File: config.mk
export PLATFORM = sky130hd
export DESIGN_NAME = tmr_lif_core_p
export DESIGN_NICKNAME = d
export VERILOG_FILES = /design/src/rtl/tmr_lif_core_p.sv
export SDC_FILE = /design/constraint.sdc
export NUM_CORES = 1
export LEC_CHECK = 0
export BUFFER_PORTS_ARGS = -buffer_cell sky130_fd_sc_hd__buf_2
export CAP_MARGIN = 20
export CORE_MARGIN = 5
export CORE_UTILIZATION = 45
export DETAILED_ROUTE_END_ITERATION = 16
export GPL_ROUTABILITY_DRIVEN = 1
export SLEW_MARGIN = 20
export SYNTH_ARGS = -nofsm -noshare
export SYNTH_HDL_FRONTEND = slang
export SYNTH_SLANG_ARGS = --single-unit
File: constraint.sdc
create_clock -name clk -period 7.6 [get_ports clk]
set_input_delay 1.14 -clock clk [delete_from_list [all_inputs] [get_ports clk]]
set_output_delay 1.14 -clock clk [all_outputs]
set_load 0.1 [all_outputs]
File: src/rtl/tmr_lif_core_p.sv
// Triple-modular-redundant leaky integrate-and-fire neuron with majority voting,
// per-replica mismatch tracking, saturating fault counters and optional scrubbing.
module tmr_lif_core_p #(
  parameter int              WIDTH      = 16,
  parameter int              FRAC       = 8,
  parameter logic [WIDTH-1:0] THRESH    = 16'h3200,
  parameter logic [WIDTH-1:0] V_RESET   = 16'h0000,
  parameter int              LEAK_SHIFT = 4,
  parameter int              REFRAC     = 3,
  parameter int              SCRUB      = 1,
  parameter int              CNT_W      = 8
) (
  input  logic                    clk,
  input  logic                    rst,
  input  logic                    in_valid,
  input  logic signed [WIDTH-1:0] I_in1,
  input  logic signed [WIDTH-1:0] I_in2,
  input  logic signed [WIDTH-1:0] I_in3,
  output logic                    out_valid,
  output logic signed [WIDTH-1:0] V_out,
  output logic                    spike,
  output logic [2:0]              mismatch,
  output logic                    uncorr,
  output logic [CNT_W-1:0]        fault_cnt1,
  output logic [CNT_W-1:0]        fault_cnt2,
  output logic [CNT_W-1:0]        fault_cnt3
);

  localparam int RW = (REFRAC > 0) ? $clog2(REFRAC + 1) : 1;
  localparam logic signed [WIDTH+1:0] SMAX = {3'b000, {(WIDTH-1){1'b1}}};
  localparam logic signed [WIDTH+1:0] SMIN = {3'b111, {(WIDTH-1){1'b0}}};

  // FRAC only documents the Q format; it must still describe a legal split.
  if (FRAC < 0 || FRAC >= WIDTH) begin : g_bad_frac
    $error("tmr_lif_core_p: FRAC must lie in [0, WIDTH)");
  end

  function automatic logic signed [WIDTH-1:0] sat_w(input logic signed [WIDTH+1:0] x);
    if (x > SMAX) return SMAX[WIDTH-1:0];
    if (x < SMIN) return SMIN[WIDTH-1:0];
    return x[WIDTH-1:0];
  endfunction

  function automatic logic [CNT_W-1:0] sat_inc(input logic [CNT_W-1:0] c);
    return (c == {CNT_W{1'b1}}) ? c : c + CNT_W'(1);
  endfunction

  logic signed [WIDTH-1:0] i_p0    [3];
  logic signed [WIDTH-1:0] v_q     [3];
  logic [RW-1:0]           rc_q    [3];
  logic [CNT_W-1:0]        fcnt    [3];
  logic signed [WIDTH-1:0] leak_p0 [3];
  logic signed [WIDTH+1:0] sum_p0  [3];
  logic signed [WIDTH-1:0] sat_p0  [3];
  logic signed [WIDTH-1:0] v_p0    [3];
  logic [RW-1:0]           rc_p0   [3];
  logic [2:0]              s_p0;
  logic signed [WIDTH-1:0] vv_p0;
  logic [RW-1:0]           rv_p0;
  logic                    uv_p0, ur_p0, unc_p0, spk_p0;
  logic [2:0]              mm_p0;

  assign i_p0[0]    = I_in1;
  assign i_p0[1]    = I_in2;
  assign i_p0[2]    = I_in3;
  assign fault_cnt1 = fcnt[0];
  assign fault_cnt2 = fcnt[1];
  assign fault_cnt3 = fcnt[2];

  // Stage p0: per-replica next state, then vote on the next-state values
  always_comb begin
    for (int k = 0; k < 3; k++) begin
      leak_p0[k] = v_q[k] >>> LEAK_SHIFT;
      sum_p0[k]  = {{2{v_q[k][WIDTH-1]}}, v_q[k]}
                 - {{2{leak_p0[k][WIDTH-1]}}, leak_p0[k]}
                 + {{2{i_p0[k][WIDTH-1]}}, i_p0[k]};
      sat_p0[k]  = sat_w(sum_p0[k]);
      s_p0[k]    = 1'b0;
      v_p0[k]    = sat_p0[k];
      rc_p0[k]   = '0;
      if (rc_q[k] != '0) begin
        v_p0[k]  = V_RESET;
        rc_p0[k] = rc_q[k] - RW'(1);
      end else if (sat_p0[k] >= $signed(THRESH)) begin
        s_p0[k]  = 1'b1;
        v_p0[k]  = V_RESET;
        rc_p0[k] = RW'(REFRAC);
      end
    end

    vv_p0 = v_p0[1];
    uv_p0 = 1'b0;
    if (v_p0[0] == v_p0[1] || v_p0[0] == v_p0[2]) vv_p0 = v_p0[0];
    else if (v_p0[1] != v_p0[2])                   uv_p0 = 1'b1;

    rv_p0 = rc_p0[1];
    ur_p0 = 1'b0;
    if (rc_p0[0] == rc_p0[1] || rc_p0[0] == rc_p0[2]) rv_p0 = rc_p0[0];
    else if (rc_p0[1] != rc_p0[2])                     ur_p0 = 1'b1;

    unc_p0 = uv_p0 | ur_p0;
    spk_p0 = (s_p0[0] & s_p0[1]) | (s_p0[0] & s_p0[2]) | (s_p0[1] & s_p0[2]);
    for (int k = 0; k < 3; k++)
      mm_p0[k] = (v_p0[k] != vv_p0) | (rc_p0[k] != rv_p0);
  end

  // Stage p1: replica state, voted outputs and fault counters
  always_ff @(posedge clk or negedge rst) begin
    if (!rst) begin
      for (int k = 0; k < 3; k++) begin
        v_q[k]  <= V_RESET;
        rc_q[k] <= '0;
        fcnt[k] <= '0;
      end
      out_valid <= 1'b0;
      V_out     <= V_RESET;
      spike     <= 1'b0;
      mismatch  <= '0;
      uncorr    <= 1'b0;
    end else begin
      out_valid <= in_valid;
      spike     <= in_valid & spk_p0;
      if (in_valid) begin
        for (int k = 0; k < 3; k++) begin
          // With no majority there is nothing trustworthy to scrub with.
          if (SCRUB != 0 && !unc_p0) begin
            v_q[k]  <= vv_p0;
            rc_q[k] <= rv_p0;
          end else begin
            v_q[k]  <= v_p0[k];
            rc_q[k] <= rc_p0[k];
          end
          if (mm_p0[k]) fcnt[k] <= sat_inc(fcnt[k]);
        end
        V_out    <= vv_p0;
        mismatch <= mm_p0;
        uncorr   <= unc_p0;
      end
    end
  end

endmodule

==> results of run 1 <==
layout make-up:
cell class,instances,area (um^2),share of cell area (%)
well taps,341,427,3.17
inverters,203,762,5.66
repair buffers,152,918,6.83
multi-input cells,1113,8540,63.5
clock inverters,7,80.1,0.595
clock buffers,9,225,1.67
flip-flops and latches,100,2500,18.6
worst reg2reg max path: stages, from the launching register on:
cell,delay [ns]
dfrtp_1,0.37
inv_1,0.08
fa_1,0.50
inv_1,0.04
ha_1,0.40
a21oi_2,0.26
nand2_1,0.17
a221o_1,0.45
o21a_1,0.25
o311ai_1,0.59
a31o_2,0.36
nand3_2,0.34
a311oi_1,0.48
nor4_1,0.10
and4b_1,0.24
and4_1,0.25
a21oi_4,0.39
buf_4,0.25
mux2i_1,0.31
o221a_4,0.31
a21oi_2,0.10
mux2_4,0.32
flip-flops by register name (all words and copies together), names as in the netlist:
name,cells
V_out,16
fault_cnt1,8
fault_cnt2,8
fault_cnt3,8
leak_p0,36
mismatch,3
out_valid,1
rc_q,6
spike,1
uncorr,1
v_q,12
per-layer routing:
| layer | track usage, % | vias up | routed length, um |
|---|---|---|---|
| li1 | - | 5482 | - |
| met1 | 35.8 | 5316 | 17600 |
| met2 | 36.8 | 398 | 16100 |
| met3 | 3.48 | 62 | 2640 |
| met4 | 7.09 | 0 | 1060 |
| met5 | 0 | - | 0 |
cell families (layout without fill, tap and decap cells):
family / count (synthesis) / after routing / share of synthesized area (%)
compound gates: 448 / 448 / 27.2
xor+xnor: 87 / 87 / 6.36
fa+ha+maj: 109 / 109 / 14.0
buf+inv: 275 / 371 / 9.01
flops: 100 / 100 / 20.7
mux: 60 / 60 / 5.25
simple gates: 409 / 409 / 17.4
through the flow:
stage	instance area (um^2)	utilization, %
after CTS	13400	50.3
after floorplan	12100	-
after global placement	13100	49.2
after detailed placement	13100	49.2
after global routing	13500	50.3
final	13500	50.3
path summary, 6_finish.rpt:
check / startpoint / to / slack (ns) / cells after the start
max in group asynchronous: rst / leak_p0[39] / 5.67 / 2
worst min-delay path: fault_cnt2[7] / fault_cnt2[7] / 0.49 / 1
min in group asynchronous: rst / fault_cnt2[5] / 0.76 / 1
worst max-delay path: I_in3[8] / fault_cnt3[1] / 0.43 / 22
worst max register to register: leak_p0[4] / fault_cnt3[1] / 0.91 / 21
worst min register to register: fault_cnt2[7] / fault_cnt2[7] / 0.49 / 1
repair_timing:
item	CTS	global route
hold buffers	0	0
gates resized for setup	0	1
endpoints found under the setup margin	0	20
cells in the final DEF, fill, tap and decap left out, types with 15 or more instances in the layout:
cell type / Yosys / final
and3_1: 20 / 20
o21a_1: 15 / 15
nand2_1: 89 / 89
nand4_1: 25 / 25
ha_1: 63 / 63
inv_1: 202 / 202
buf_4: 3 / 57
nand2b_1: 15 / 15
o21ai_0: 54 / 54
fa_1: 45 / 45
a21o_1: 33 / 33
a31oi_1: 17 / 17
xnor2_1: 54 / 54
mux2i_1: 35 / 35
a211oi_1: 26 / 25
mux2_2: 24 / 24
dfrtp_1: 100 / 100
xor2_1: 32 / 32
a21oi_1: 130 / 130
buf_2: 20 / 94
nor3_1: 23 / 23
nor2_1: 113 / 113
nand3_1: 32 / 32
==> flow_summary.yaml, run 1 <==
yosys:
  yosysTopAreaCellShare_pct: 20.7
  synth-seq-area-share_pct: 20.7
  avgSynthCellArea_um2: 8.14
  synth.ff_latch_count: 100
  synth.most_common_cell: "inv_1"
  synth_edf_count: 0
  synth_area_leaders: "dfrtp_1 (21%), fa_1 (7.4%), ha_1 (6.5%)"
  syn_area_um2: 12100
  syn_inst: 1488
  synth_ff_type: "dfrtp_1"
  synth_common_cells: "inv_1 (202), a21oi_1 (130), nor2_1 (113), dfrtp_1 (100), nand2_1 (89)"
  synth_warnings: 0
  synthArstFlopShare_pct: 100
  synth_nets: 1647
  yosysTopAreaCell: "dfrtp_1"
  yosysUniqueCellTypes: 106
drt:
  first_iter_violations: 968
  viasPerCell: 5.85
  vias: 11300
  wl_per_cell_um: 19.4
  ant_nets: 0
  dr.pass1.iters: 5
  drc: 0
  finalWirelength_um: 37400
clock_network:
  numCtsBuffers: 9
  cts_max_level: 3
  clk_latency_ns: 0.36
  root_buffer: "clkbuf_16"
  clkSlewWorstSetupHoldPaths_ns: 0.08
  tritoncts: "yes"
  cts_buffer_depth: 2
  post-cts-setup-buffers: 0
  clock-sinks: 100
floorplanning:
  fp-row-count: 60
  dieHeight_um: 174
  start_util_pct: 45.3
  io-pin-count: 97
  die_x_um: 174
  dieArea_um2: 30300
  core-area_um2: 26700
global_routing:
  grt_pass1_vias: 10900
  grt_usage_pct: 24.2
  grt_pass1_wl_um: 59700
  grt_antenna_before_repair: 0
  grt_overflow: 0
  grt_max_degree: 69
timing:
  maxSlewViolCount: 0
  hold_violations: 0
  fin_crit_ns: 7.17
  tightest_slew_ns: 0.819
  finalSetupViolCount: 0
  worst_slack_ns: 0.432
  rsz0062_at_grt: "false"
  final.setup.tns_ns: 0
  finalClockSkew_ns: 0.0131
  post-route-period-util_pct: 94.3
  fin_hold_ws_ns: 0.486
  max_freq_ghz: 0.140
  relSlewSlack_pct: 44.9
placed_design:
  gp_congestion: 0.990
  place_hpwl_um: 30200
  place_ws_ns: -0.00118
  port_buffers: 96
  dp.cells: 1909
cells_and_area:
  final_cells: 1925
  nets: 1738
  antennaDiodeCount: 0
  area_growth_syn_to_layout_pct: 11.1
  num-fill-cells: 2661
  drive_gt1_share_pct: 16.2
worst_setup_path:
  worst_setup_path_start_kind: "input pin"
  path_class: "in2reg"
  end_kind: "flop"
  crit_family: "compound AO/OA/AOI/OAI gates"
  crit_chain: "buf_2, inv_1, fa_1, inv_1, ha_1, a21oi_2, nand2_1, a221o_1, o21a_1, o311ai_1, a31o_2, nand3_2, a311oi_1, nor4_1, and4b_1, and4_1, a21oi_4, buf_4, mux2i_1, o221a_4, a21oi_2, mux2_4"
  required_ns: 7.85
  crit_path_max_incr_delay_ns: 0.59
  worstPathArrival_ns: 7.42
  critical_path_buf_inv_count: 4
  crit_slowest_cell: "o311ai_1"
  crit_fanout: 14
job:
  drv_cap: 0
outcome:
  status: "completed"
min_path:
  hp-class: "reg2reg"
Power of run 1 is left out: the tool's default activity adds up to more than one toggle a clock period on the data nets, which glitch-free logic cannot reach.
==> inputs of run 2 (changes only) <==
Settings changed: PLACE_DENSITY from default to 0.7.
==> run 2 against run 1 <==
Via count increased by 1.6%. Non-clock buffer count increased by 3. Largest cell class unchanged. Routed wire length decreased by 1.3%. Critical path type unchanged. First-iteration DRC count increased by 5.7%. Die area unchanged. Register-to-register slack got worse by 0.12 ns. Sequential cell count unchanged. Highest routed layer unchanged. Clock skew decreased by 0.0043 ns. Global-route usage decreased by 0.29 points. Cell area about the same. Final cell count increased by 0.16%.
==> flow_summary.yaml, run 2 (synthesis results as in run 1) <==
timing:
  final.setup.tns_ns: 0
  fin_crit_ns: 7.28
  finalClockSkew_ns: 0.00880
  rsz0062_at_grt: "false"
  relSlewSlack_pct: 47.0
  worst_slack_ns: 0.324
  tightest_slew_ns: 0.792
  fin_hold_ws_ns: 0.506
  hold_violations: 0
  max_freq_ghz: 0.137
  post-route-period-util_pct: 95.7
  maxSlewViolCount: 0
  finalSetupViolCount: 0
global_routing:
  grt_pass1_vias: 10900
  grt_max_degree: 71
  grt_usage_pct: 23.9
  grt_overflow: 0
  grt_antenna_before_repair: 0
  grt_pass1_wl_um: 59500
floorplanning:
  die_x_um: 174
  dieHeight_um: 174
  dieArea_um2: 30300
  fp-row-count: 60
  core-area_um2: 26700
  io-pin-count: 97
  start_util_pct: 45.3
clock_network:
  cts_buffer_depth: 2
  clock-sinks: 100
  cts_max_level: 3
  post-cts-setup-buffers: 0
  numCtsBuffers: 9
  clk_latency_ns: 0.36
  root_buffer: "clkbuf_16"
  clkSlewWorstSetupHoldPaths_ns: 0.07
  hold_buffers: 0
  tritoncts: "yes"
  cts.repair.resized: 0
outcome:
  status: "completed"
cells_and_area:
  layout_common_cells: "inv_1 (202), a21oi_1 (130), nor2_1 (113)"
  antennaDiodeCount: 0
  num-fill-cells: 2611
  area_growth_syn_to_layout_pct: 11.2
  nets: 1741
  largest_reg_flops: 36
  drive_gt1_share_pct: 16.2
  post-route-util_pct: 50.4
  final_common_cell: "inv_1"
min_path:
  hp-class: "reg2reg"
placed_design:
  place_ws_ns: 0.129
  gp_congestion: 1.07
  port_buffers: 96
  place_hpwl_um: 29600
drt:
  finalWirelength_um: 36900
  dr.pass1.iters: 5
  vias: 11400
  wl_per_cell_um: 19.1
  viasPerCell: 5.93
  wl_met3_um: 2670
  ant_nets: 0
  dr_wl_met2_um: 16300
  top_layer: "met4"
  wl_met1_um: 16800
  first_iter_violations: 1023
  drc: 0
worst_setup_path:
  crit_fanout: 18
  worst_setup_path_start_kind: "input pin"
  worstPathArrival_ns: 7.52
  required_ns: 7.84
  end_kind: "flop"
  path_class: "in2reg"
job:
  drv_cap: 0
## run 2: layout make-up
type / count / area (um^2) / area share [%]
Clock buffer: 10 / 229 / 1.70
Clock inverter: 6 / 82.6 / 0.613
Inverter: 203 / 762 / 5.66
Multi-Input combinational cell: 1113 / 8530 / 63.4
Sequential cell: 100 / 2500 / 18.6
Tap cell: 341 / 427 / 3.17
Timing Repair Buffer: 155 / 928 / 6.90
## run 2: final timing paths
check                      cells after the start  slack, ns          start       endpoint
min in group asynchronous                      1       0.74            rst  fault_cnt2[5]
max reg2reg                                   22       0.79     leak_p0[4]    leak_p0[34]
max                                           23       0.32       I_in3[8]    leak_p0[34]
min                                            1       0.51  fault_cnt2[7]  fault_cnt2[7]
max in group asynchronous                      2       5.66            rst    leak_p0[43]
min reg2reg                                    1       0.51  fault_cnt2[7]  fault_cnt2[7]
## run 2: critical path: stages
cell,delay (ns)
buf_2,0.07
inv_1,0.04
fa_1,0.53
inv_1,0.04
ha_1,0.39
a21oi_2,0.20
nand2_1,0.15
a221o_1,0.44
o21a_1,0.23
o311ai_1,0.49
a31o_2,0.37
and3_1,0.51
o211ai_1,0.24
xor2_1,0.18
and4b_1,0.21
and4_1,0.25
a21oi_4,0.59
buf_4,0.27
nor2_1,0.06
a211oi_1,0.53
buf_4,0.22
a21oi_1,0.07
mux2_2,0.28
## run 2: per-stage QoR
stage	std cells	area, um^2
6_report	1928	13500
5_1_grt	1928	13500
4_1_cts	1928	13500
3_5_place_dp	1912	13200
3_3_place_gp	1912	13200
2_1_floorplan	1488	12100
## run 2: layer usage
| layer | up-vias | global-route usage [%] |
|---|---|---|
| li1 | 5477 | - |
| met1 | 5444 | 34.2 |
| met2 | 452 | 37.5 |
| met3 | 66 | 4.15 |
| met4 | 0 | 6.70 |
| met5 | - | 0 |
Power of run 2 is left out for the same reason.
==> inputs of run 3 (changes only) <==
Settings changed: CORE_MARGIN 5 to 2.
==> run 3 against run 2 <==
Clock skew increased by 0.0034 ns. Register-to-register slack improved by 0.09 ns. Via count decreased by 1.3%. Final cell count decreased by 0.67%. Fmax increased by 2.6%. Core utilization decreased by 0.22 points. Largest cell class unchanged. Setup slack improved by 0.18 ns. Cell area decreased by 0.72%. Die area decreased by 6.8%.
==> flow_summary.yaml, run 3 (synthesis results as in run 1) <==
outcome:
  status: "completed"
clock_network:
  tritoncts: "yes"
  clkSlewWorstSetupHoldPaths_ns: 0.07
  cts_buffer_depth: 2
  clock-sinks: 100
  post-cts-setup-buffers: 0
  root_buffer: "clkbuf_16"
  clk_latency_ns: 0.36
  numCtsBuffers: 9
  cts.repair.resized: 0
  hold_buffers: 0
  cts_max_level: 3
timing:
  relSlewSlack_pct: 43.2
  finalSetupViolCount: 0
  finalClockSkew_ns: 0.0122
  fin_hold_ws_ns: 0.490
  hold_violations: 0
  maxSlewViolCount: 0
  fin_crit_ns: 7.09
  rsz0062_at_grt: "false"
  post-route-period-util_pct: 93.3
  tightest_slew_ns: 0.848
  final.setup.tns_ns: 0
  max_freq_ghz: 0.141
drt:
  dr.pass1.iters: 5
  viasPerCell: 5.90
  ant_nets: 0
  drc: 0
  finalWirelength_um: 36900
  wl_per_cell_um: 19.2
  vias: 11300
  first_iter_violations: 967
cells_and_area:
  drive_gt1_share_pct: 15.6
  antennaDiodeCount: 0
  post-route-util_pct: 50.2
  area_growth_syn_to_layout_pct: 10.4
  layout_common_cells: "inv_1 (202), a21oi_1 (130), nor2_1 (113)"
  final_common_cell: "inv_1"
  finalInstanceArea_um2: 13400
  largest_reg_flops: 36
  nets: 1730
worst_setup_path:
  crit_slowest_cell: "fa_1"
  crit_family: "compound AO/OA/AOI/OAI gates"
  crit_path_max_incr_delay_ns: 0.53
  path_class: "in2reg"
  worstPathArrival_ns: 7.33
  critical_path_buf_inv_count: 3
  worst_setup_path_start_kind: "input pin"
  crit_chain: "buf_2, inv_1, fa_1, inv_1, ha_1, a21oi_2, nand2_1, a221o_1, o21a_1, o311ai_1, a31o_2, and3_1, o211ai_1, xor2_1, and4b_1, and4_1, a21oi_4, mux2i_1, o221a_4, a21oi_2, mux2_4"
  crit_fanout: 17
  end_kind: "flop"
  required_ns: 7.84
global_routing:
  grt_overflow: 0
  grt_pass1_wl_um: 58200
  grt_antenna_before_repair: 0
  grt_max_degree: 66
  busiest_layer: "met2"
  met3_usage_pct: 4.25
  grtUsageMet2_pct: 40.3
  grt_util_met1_pct: 37.0
  grt_usage_pct: 26.0
  grt_pass1_vias: 10600
placed_design:
  place_hpwl_um: 29600
  post_dp_cell_area_um2: 13100
  port_buffers: 96
  gp_congestion: 1.04
floorplanning:
  die_x_um: 168
  dieHeight_um: 168
  io-pin-count: 97
  fp-row-count: 60
  start_util_pct: 45.4
  dieArea_um2: 28200
  core-area_um2: 26700
min_path:
  hp-class: "reg2reg"
job:
  drv_cap: 0
-- run 3: cell types whose count changed in the layout (fill, tap and decap cells not counted) --
cell,before,now
clkinv_8,1,0
buf_4,61,50
clkinvlp_4,1,0
clkbuf_1,1,0
clkbuf_8,0,1
-- run 3: metal layers --
metal	vias up	wire, um
met3	67	2590
met2	399	16200
met5	-	0
li1	5458	-
met1	5372	17000
met4	0	1140
-- run 3: final cells by class --
cell class / instances / area [um^2]
inverters: 203 / 762
repair buffers: 144 / 846
fillers: 2636 / 13300
clock buffers: 10 / 239
flip-flops and latches: 100 / 2500
clock inverters: 4 / 58.8
multi-input cells: 1113 / 8530
well taps: 341 / 427
-- run 3: worst register-to-register path, cell delays in order (launching register included) --
cell and delay [ns]:
dfrtp_1 0.49, inv_1 0.13, fa_1 0.51, inv_1 0.04, ha_1 0.43, o21a_1 0.16, nor2_1 0.05, or4_1 0.49
o311ai_1 0.38, or2_1 0.39, a31oi_4 0.26, nor4_1 0.80, xnor2_1 0.19, nand2_1 0.09, nor4_2 0.33, and3_1 0.44
a21oi_4 0.19, o2bb2ai_4 0.35, or2_2 0.38, a21oi_1 0.34, a21oi_1 0.12
-- run 3: per-stage QoR --
stage | instances | worst slack (ns)
6_report | 1915 | 0.507
5_1_grt | 1915 | 0.104
4_1_cts | 1915 | 0.604
3_5_place_dp | 1901 | 0.205
3_3_place_gp | 1901 | 0.324
2_1_floorplan | 1488 | 1.28
-- run 3: final timing paths --
kind	start	to	slack (ns)	cells after the start
min reg2reg	fault_cnt2[7]	fault_cnt2[7]	0.49	1
max	I_in3[8]	fault_cnt3[1]	0.51	21
max reg2reg	leak_p0[18]	leak_p0[22]	0.88	20
min	fault_cnt2[7]	fault_cnt2[7]	0.49	1
max in group asynchronous	rst	leak_p0[20]	5.63	2
min in group asynchronous	rst	fault_cnt2[5]	0.78	1
Power of run 3 is left out for the same reason.
